$ cat src/rtl/ld_queue_pkg.sv
// Shared types for the load queue: per-entry state encoding and the load
// opcodes used by the issue logic.
package ld_queue_pkg;

  typedef enum logic [2:0] {
    ST_FREE     = 3'd0,
    ST_NEW      = 3'd1,
    ST_LOOKUP   = 3'd2,
    ST_MISS     = 3'd3,
    ST_INFLIGHT = 3'd4,
    ST_DONE     = 3'd5
  } entry_st_e;

  localparam logic [3:0] OP_LD  = 4'd4;
  localparam logic [3:0] OP_LDR = 4'd5;

endpackage

$ cat src/rtl/ld_queue_lowest_set.sv
// Priority encoder: reports whether any bit of vec is set and the index of
// the lowest set bit (0 when none).
module lowest_set #(
  parameter int N = 4
) (
  input  logic [N-1:0]         vec,
  output logic                 found,
  output logic [$clog2(N)-1:0] idx
);

  always_comb begin
    found = 1'b0;
    idx   = '0;
    for (int i = N - 1; i >= 0; i--) begin
      if (vec[i]) begin
        found = 1'b1;
        idx   = ($clog2(N))'(i);
      end
    end
  end

endmodule

$ cat src/rtl/ld_queue.sv
// Non-blocking load queue: allocates loads, looks them up in the L1D, issues
// and merges misses to memory, and returns results to the CDB.
//   state    | meaning
//   FREE     | slot unused
//   NEW      | accepted, waiting for the L1D port
//   LOOKUP   | cache_re issued last cycle, hit/miss resolves this cycle
//   MISS     | missed, waiting for the memory issue slot
//   INFLIGHT | request outstanding (own or merged into an older one)
//   DONE     | data valid, waiting for the CDB
module ld_queue
  import ld_queue_pkg::*;
#(
  parameter int AW    = 16,
  parameter int DW    = 16,
  parameter int TW    = 6,
  parameter int DEPTH = 4
) (
  input  logic          clk,
  input  logic          rst_n,
  input  logic          flush,
  input  logic          req_valid,
  input  logic [TW-1:0] req_tag,
  input  logic [AW-1:0] req_addr,
  output logic          req_ready,
  output logic          cache_re,
  output logic [AW-1:0] cache_addr,
  input  logic          cache_hit,
  input  logic [DW-1:0] cache_data,
  output logic          mem_re,
  output logic [AW-1:0] mem_raddr,
  input  logic          mem_ready,
  input  logic [AW-1:0] mem_addr_out,
  input  logic [DW-1:0] mem_data_out,
  output logic          valid_out,
  output logic [TW-1:0] tag_out,
  output logic [DW-1:0] res_out,
  input  logic          res_ready,
  output logic          busy
);

  localparam int IW = $clog2(DEPTH);

  entry_st_e     st_q   [DEPTH];
  entry_st_e     st_d   [DEPTH];
  logic [TW-1:0] tag_q  [DEPTH];
  logic [TW-1:0] tag_d  [DEPTH];
  logic [AW-1:0] addr_q [DEPTH];
  logic [AW-1:0] addr_d [DEPTH];
  logic [DW-1:0] data_q [DEPTH];
  logic [DW-1:0] data_d [DEPTH];

  logic          hold_q, hold_d;
  logic [IW-1:0] hold_idx_q, hold_idx_d;

  logic [DEPTH-1:0] free_vec, new_vec, miss_vec, done_vec;
  logic             free_found, new_found, miss_found, done_found;
  logic [IW-1:0]    free_idx, new_idx, miss_idx, done_idx;

  logic          alloc, pop, merge, sel_valid;
  logic [IW-1:0] sel_idx;
  logic [AW-1:0] miss_addr;

  always_comb begin
    free_vec = '0;
    new_vec  = '0;
    miss_vec = '0;
    done_vec = '0;
    for (int i = 0; i < DEPTH; i++) begin
      free_vec[i] = (st_q[i] == ST_FREE);
      new_vec[i]  = (st_q[i] == ST_NEW);
      miss_vec[i] = (st_q[i] == ST_MISS);
      done_vec[i] = (st_q[i] == ST_DONE);
    end
  end

  lowest_set #(.N(DEPTH)) u_sel_free (.vec(free_vec), .found(free_found), .idx(free_idx));
  lowest_set #(.N(DEPTH)) u_sel_new  (.vec(new_vec),  .found(new_found),  .idx(new_idx));
  lowest_set #(.N(DEPTH)) u_sel_miss (.vec(miss_vec), .found(miss_found), .idx(miss_idx));
  lowest_set #(.N(DEPTH)) u_sel_done (.vec(done_vec), .found(done_found), .idx(done_idx));

  // A result shown but not taken stays selected, so a lower entry finishing
  // later cannot change the CDB outputs mid-stall.
  always_comb begin
    sel_idx    = hold_q ? hold_idx_q : done_idx;
    sel_valid  = hold_q || done_found;
    req_ready  = free_found && !flush;
    alloc      = req_valid && req_ready;
    cache_re   = new_found && !flush;
    cache_addr = cache_re ? addr_q[new_idx] : '0;
    miss_addr  = addr_q[miss_idx];
    merge      = 1'b0;
    for (int j = 0; j < DEPTH; j++) begin
      if (st_q[j] == ST_INFLIGHT && addr_q[j] == miss_addr) merge = 1'b1;
    end
    mem_re     = miss_found && !merge && !flush;
    mem_raddr  = mem_re ? miss_addr : '0;
    valid_out  = sel_valid;
    tag_out    = sel_valid ? tag_q[sel_idx] : '0;
    res_out    = sel_valid ? data_q[sel_idx] : '0;
    pop        = valid_out && res_ready;
    busy       = ~&free_vec;
    hold_d     = valid_out && !res_ready && !flush;
    hold_idx_d = sel_idx;
  end

  always_comb begin
    logic resp_hit;
    resp_hit = 1'b0;
    for (int i = 0; i < DEPTH; i++) begin
      st_d[i]   = st_q[i];
      tag_d[i]  = tag_q[i];
      addr_d[i] = addr_q[i];
      data_d[i] = data_q[i];
      resp_hit  = mem_ready && (addr_q[i] == mem_addr_out);
      if (flush) begin
        st_d[i] = ST_FREE;
      end else begin
        case (st_q[i])
          ST_FREE: begin
            if (alloc && free_idx == IW'(i)) begin
              st_d[i]   = ST_NEW;
              tag_d[i]  = req_tag;
              addr_d[i] = req_addr;
            end
          end
          ST_NEW: begin
            if (new_idx == IW'(i)) st_d[i] = ST_LOOKUP;
          end
          ST_LOOKUP: begin
            if (cache_hit) begin
              st_d[i]   = ST_DONE;
              data_d[i] = cache_data;
            end else if (resp_hit) begin
              st_d[i]   = ST_DONE;
              data_d[i] = mem_data_out;
            end else begin
              st_d[i] = ST_MISS;
            end
          end
          ST_MISS: begin
            if (resp_hit) begin
              st_d[i]   = ST_DONE;
              data_d[i] = mem_data_out;
            end else if (miss_idx == IW'(i)) begin
              st_d[i] = ST_INFLIGHT;
            end
          end
          ST_INFLIGHT: begin
            if (resp_hit) begin
              st_d[i]   = ST_DONE;
              data_d[i] = mem_data_out;
            end
          end
          ST_DONE: begin
            if (pop && sel_idx == IW'(i)) st_d[i] = ST_FREE;
          end
          default: st_d[i] = ST_FREE;
        endcase
      end
    end
  end

  always_ff @(posedge clk or negedge rst_n) begin
    if (!rst_n) begin
      for (int i = 0; i < DEPTH; i++) begin
        st_q[i]   <= ST_FREE;
        tag_q[i]  <= '0;
        addr_q[i] <= '0;
        data_q[i] <= '0;
      end
      hold_q     <= 1'b0;
      hold_idx_q <= '0;
    end else begin
      for (int i = 0; i < DEPTH; i++) begin
        st_q[i]   <= st_d[i];
        tag_q[i]  <= tag_d[i];
        addr_q[i] <= addr_d[i];
        data_q[i] <= data_d[i];
      end
      hold_q     <= hold_d;
      hold_idx_q <= hold_idx_d;
    end
  end

endmodule

$ cat config.mk
export PLATFORM = sky130hd
export DESIGN_NAME = ld_queue
export DESIGN_NICKNAME = d
export VERILOG_FILES = /design/src/rtl/ld_queue_pkg.sv /design/src/rtl/ld_queue_lowest_set.sv /design/src/rtl/ld_queue.sv
export SDC_FILE = /design/constraint.sdc
export NUM_CORES = 1
export LEC_CHECK = 0
export ABC_AREA = 1
export ABC_CLOCK_PERIOD_IN_PS = 2500
export BUFFER_PORTS_ARGS = -buffer_cell sky130_fd_sc_hd__buf_2
export CAP_MARGIN = 20
export CORE_MARGIN = 1.5
export CORE_UTILIZATION = 54
export DETAILED_ROUTE_END_ITERATION = 10
export PLACE_DENSITY = 0.77
export SYNTH_ARGS = -nofsm -noshare
export SYNTH_HDL_FRONTEND = slang
export SYNTH_SLANG_ARGS = --single-unit
$ cat constraint.sdc
create_clock -name clk -period 2.5 [get_ports clk]
set_input_delay 0.375 -clock clk [delete_from_list [all_inputs] [get_ports clk]]
set_output_delay 0.375 -clock clk [all_outputs]
set_load 0.1 [all_outputs]
==> summary.txt, run 1 <==
Run status
  • Status: aborted with a tool error
  • Stop stage: global routing (5_1_grt)
  • Log Error: [ERROR GRT-0232] Routing congestion too high. Check the congestion heatmap in the GUI.

Synthesis
  • Post-synth ARST share: 100%
  • Gate Count Post-Synth: 1858
  • Synthesized Nets: around 1900
  • Synth Cell Area: around 12000 sq um
  • Synth Area in Adders: 0%
  • Mux contribution to synthesized area: 0%
  • Synth warn: 0
  • Xor and xnor fraction of the mapped netlist area: under 10%
  • Number of synthesized flops with an enable pin: 0
  • Synth Area in Simple Gates: between 30% and 40%
  • Ys flop type: dfrtp_1
  • Synth Register Bits: 167
  • Synthesized area per cell: around 6.6 sq um
  • Post-synthesis sequential area ratio: about 34%
  • Main combinational cell family by area after synthesis: simple AND/OR/NAND/NOR gates
  • Complex-gate fraction of the synthesized area: ~17%
  • Post-synth cell types: 51

Floorplan
  • Die width: 154 um
  • IO Count: approximately 140
  • Die extent in y: 154 um
  • Initial Util: a little over half
  • FP Rows: 55

CTS
  • Clock Path Buffers: 2
  • CTS Root Cell: clkbuf_16
  • Total clock sinks: 167
  • CTS buffer count: 17
  • H-tree depth: 4

GRT
  • Largest net degree at the start of global routing: 48
  • GRT Total Usage: 86.1%
  • Grt total ovfl: between 700 and 800

Place
  • Routability cong.: 1.12
  • Placed cells: 2431
  • Post-DP HPWL: 43000 um
  • PortBufs: 135
==> cell families after synthesis <==
logic type             count (synthesis)
AO/OA/AOI/OAI                        372
XOR/XNOR                              31
flip-flops                           167
buffers and inverters                340
AND/OR/NAND/NOR                      948
==> layer usage <==
metal,overflow,GRT usage (%)
met1,11,84.4
met2,490,105
met3,19,67.5
met4,196,90.7
met5,1,37.3
==> cells in the mapped netlist (2+ instances only) <==
library cell  instances  share of area (%)
a22o_1               16                1.1
a22oi_1              45                2.7
nand3b_1              2               0.12
o211ai_1              2               0.12
nor3_1               98                4.0
nand2_2              24                1.2
nor2_4                2               0.18
a21oi_1              43                1.7
xor2_1               27                1.9
nor2_1              165                5.0
nand2_4               5               0.46
or3_1                 2               0.10
a21oi_2               2               0.14
a31oi_1               2               0.10
buf_2                 7               0.28
o21ai_0             195                7.9
nor4_1               12               0.61
inv_2                17               0.52
nor2_2                6               0.30
buf_4                 4               0.24
inv_1               243                7.4
nand4_1              36                1.8
o22ai_1              49                2.5
buf_6                 7               0.64
o21ai_1              10               0.41
xnor2_1               4               0.28
nor3_2                9               0.73
nand3_1             124                5.0
clkinv_1              2              0.061
o2111ai_1             3               0.21
nand3_2              12               0.97
dfrtp_1             167                 34
clkbuf_1             57                1.7
nand3_4               6               0.85
nand2_1             437                 13
==> through the flow <==
stage	cell area, sq um	setup WS (ns)	setup TNS, ns	hold WS, ns
floorplan	13000	-0.672	-14.68	0.0794
CTS	18700	-0.824	-30.95	0.107
global placement	16500	-0.411	-6.73	0.335
detailed placement	16500	-0.442	-9.22	0.337
==> timing repair <==
item                                    CTS
gates cloned                             14
endpoints found under the hold margin    42
endpoints found under the setup margin   77
hold buffers                              1
buffers inserted                         42
gates resized for setup                 203
pin swaps                                58
==> run 2: changes to the inputs <==
ABC_CLOCK_PERIOD_IN_PS = 3250   (was 2500)
CORE_UTILIZATION = 40   (was 54)
PLACE_DENSITY = unset   (was 0.77)
PLACE_DENSITY_LB_ADDON = 0.15   (was unset)
clock period = 3.25 ns   (was 2.5 ns; I/O delays follow)
==> summary.txt, run 2 <==
Finish
  • Post-layout util: 55.2%
  • Filler Cells Inserted: 3015
  • Top Registers: addr_q x64, data_q x64, tag_q x24
  • Commonest non-fill, non-tap cell in the layout: nand2_1
  • Fin nets: 2151
  • Diode count: 0
  • Most frequent cells in the layout: nand2_1 (422), inv_1 (236), o21ai_0 (193)
  • Layout cell share with drive strength beyond 1: 24.1%
  • P&R area growth vs syn: 36.5%

Drt
  • Met3 wire length: 5600 um
  • Starting DRT DRC Count: 1697
  • Drt drc: 0
  • Avg WL per Cell: 23.7 um
  • Vias: 14600
  • DR vias/cell: 5.87
  • DR top layer: met5
  • WL met2: ~26000 um
  • First-pass detailed-route iteration total: 7
  • Metal1 wirelength: 24900 um
  • DRT Wirelength: 58900 um
  • Number of routed nets with antenna violations: 0

Synthesis
  • Area contributors post-synth: dfrtp_1 (34%), nand2_1 (13%), o21ai_0 (7.9%), inv_1 (7.4%), nand3_1 (5.0%)
  • Post-synth top area share: 33.9% (unchanged)
  • Commonest cells in the netlist: nand2_1 (437), inv_1 (243), o21ai_0 (195), dfrtp_1 (167), nor2_1 (165)
  • Gate Count Post-Synth: 1858 (unchanged)
  • Synthesized area per cell: 6.64 sq um (unchanged)
  • Synth Cell Area: 12300 sq um (unchanged)
  • Synth warn: 0 (unchanged)
  • Post-synth top area cell: dfrtp_1
  • Post-synth ARST share: 100% (unchanged)
  • Number of synthesized flops with an enable pin: 0 (unchanged)
  • Synth Register Bits: 167 (unchanged)
  • Post-synthesis sequential area ratio: 33.9% (unchanged)
  • Top-count cell post-synth: nand2_1
  • Ys flop type: dfrtp_1
  • Post-synth cell types: 51 (unchanged)
  • Synthesized Nets: 1935 (unchanged)

Pwr
  • Pwr/cell area: 1010 nW/um^2
  • Total power: 17.0 mW
  • LEAKAGE: 7.98 nW
  • Worst ir drop on vdd: roughly 0.00064 V

Hold path
  • Worst hold path type: in2async

Critical path
  • Critical path endpoint category: output port
  • Crit Path Max Fanout: 7
  • FF-to-FF End: data_q[57]$_DFFE_PN0P_
  • R2R cell count: 12
  • Reg2reg setup slack: 0.32 ns
  • CP required: ~2.8 ns
  • Worst setup path startpoint: st_q[0]$_DFFE_PN0P_
  • R2R Path Start: st_q[10]$_DFFE_PN0P_
  • CP Capture Point: mem_raddr[10]
  • Arr. time, crit path: 3.08 ns
  • Startpoint types: flop
  • Crit Path Category: reg2out

Floorplan
  • FP Rows: 64 (+16%)
  • Die width: 179 um (+16%)
  • Die extent in y: 179 um (+16%)
  • Core Box Area: 30500 sq um
  • Die area: 31900 sq um
  • IO Count: 136 (unchanged)
  • Initial Util: 40.4% (-14 points)

GRT
  • Initial antenna violation count: 2
  • Global-route wire length before repair: 86000 um
  • Vias in the first global route: between 10000 and 15000
  • GRT Total Usage: between 30% and 40%
  • Grt total ovfl: 0
  • Largest net degree at the start of global routing: 66

Timing
  • Tmin final: 3.57 ns
  • Skew final: 0.00848 ns
  • Max frequency: 280 MHz
  • RSZ-0062 raised after global routing: yes
  • Final hold viol count: 0
  • Fin worst setup slack: -0.319 ns
  • Slew @ Worst Pin: 0.898 ns
  • Slew headroom: 40.1%
  • Final setup fails: 29
  • Period utilization: 110%
  • Max Slew Vio Count: 0

Place
  • Post-DP HPWL: 43200 um (+0.55%)
  • Routability cong.: 1.05 (-6.5%)
  • PortBufs: 135 (unchanged)
  • Pre-CTS setup slack: 0.145 ns (+0.587 ns)

CTS
  • Clock Path Buffers: 2 (unchanged)
  • H-tree depth: 4 (unchanged)
  • CTS tree: done
  • Total clock sinks: 167 (unchanged)
  • Clock-pin slew on the worst setup and hold paths: approximately 0.07 ns
  • Hold buffer count at CTS: 0 (-1)
  • CTS Root Cell: clkbuf_16
  • Clk_lat worst skew: 0.46 ns
  • CTS buffer count: 17 (unchanged)

Run status
  • Status: finished, violations left
  • Failing checks: negative setup slack

Job
  • Maxcap violations: 0
## run 2: worst max-delay path, cell delays in order, from the launching register on
cell	delay (ns)
dfrtp_1	0.44
nand2_2	0.11
nor2_4	0.13
nand2_4	0.09
nand2_8	0.13
buf_4	0.14
nand3_4	0.07
buf_4	0.18
nor2_1	0.08
o21ai_0	0.10
nand2_1	0.11
nor2_1	0.05
nand3_1	0.07
nor2_1	0.05
nand2_1	0.10
nand3_4	0.15
buf_12	0.20
nor3_4	0.22
buf_12	0.20
## run 2: cell type report
cell class / instances / area (sq um) / share of cell area [%]
inverters: 263 / 1000 / 5.97
multi-input cells: 1352 / 7550 / 44.9
well taps: 396 / 495 / 2.94
clock buffers: 17 / 425 / 2.53
flip-flops and latches: 167 / 4190 / 24.9
clock inverters: 15 / 166 / 0.989
repair buffers: 273 / 3010 / 17.9
## run 2: metrics by stage
stage	setup TNS [ns]	area, sq um	hold slack [ns]	instances
after floorplan	-3.39	12700	0.192	1858
after global placement	0	15200	0.464	2409
after detailed placement	0	15200	0.467	2409
after CTS	-3.78	16600	0.0219	2474
after global routing	-11.56	16800	0.0594	2483
final	-6.55	16800	0.0115	2483
## run 2: timing repair
item                       CTS  global route
setup endpoints to repair   35            55
gates cloned                 7             4
setup buffers               27             5
pin swaps                   29            23
gates resized for setup    104            22
## run 2: where the power goes
part	total [mW]	switching, mW	leakage (nW)	internal, mW
sequential	3.99	0.966	2.05	3.02
combinational	10.9	7.32	5.64	3.62
clock	2.11	1.02	0.286	1.09
total	17.0	9.30	7.98	7.73
## run 2: kinds of logic (layout without fill, tap and decap cells)
logic type	Yosys count	count (layout)	share of synthesized area, %
xor+xnor	31	31	2.20
compound gates	372	372	17.3
flops	167	167	33.9
buf+inv	340	568	11.1
simple gates	948	949	35.5
## run 2: worst min-delay path by stage
stage	from	slack, ns	depth (start not counted)	to
floorplan	rst_n	0.19	0	addr_q[0]$_DFFE_PN0P_
global placement	data_q[25]$_DFFE_PN0P_	0.46	2	data_q[25]$_DFFE_PN0P_
detailed placement	data_q[17]$_DFFE_PN0P_	0.47	2	data_q[17]$_DFFE_PN0P_
CTS	rst_n	0.02	1	addr_q[41]$_DFFE_PN0P_
global route	rst_n	0.06	1	addr_q[41]$_DFFE_PN0P_
finish	rst_n	0.01	1	addr_q[41]$_DFFE_PN0P_
## run 2: layer usage
layer / track usage (%) / up-vias
li1: - / 6597
met1: 51.6 / 6891
met2: 56.8 / 915
met3: 7.25 / 160
met4: 14.7 / 4
met5: 0 / -
Power figures use the tool's default switching activity.
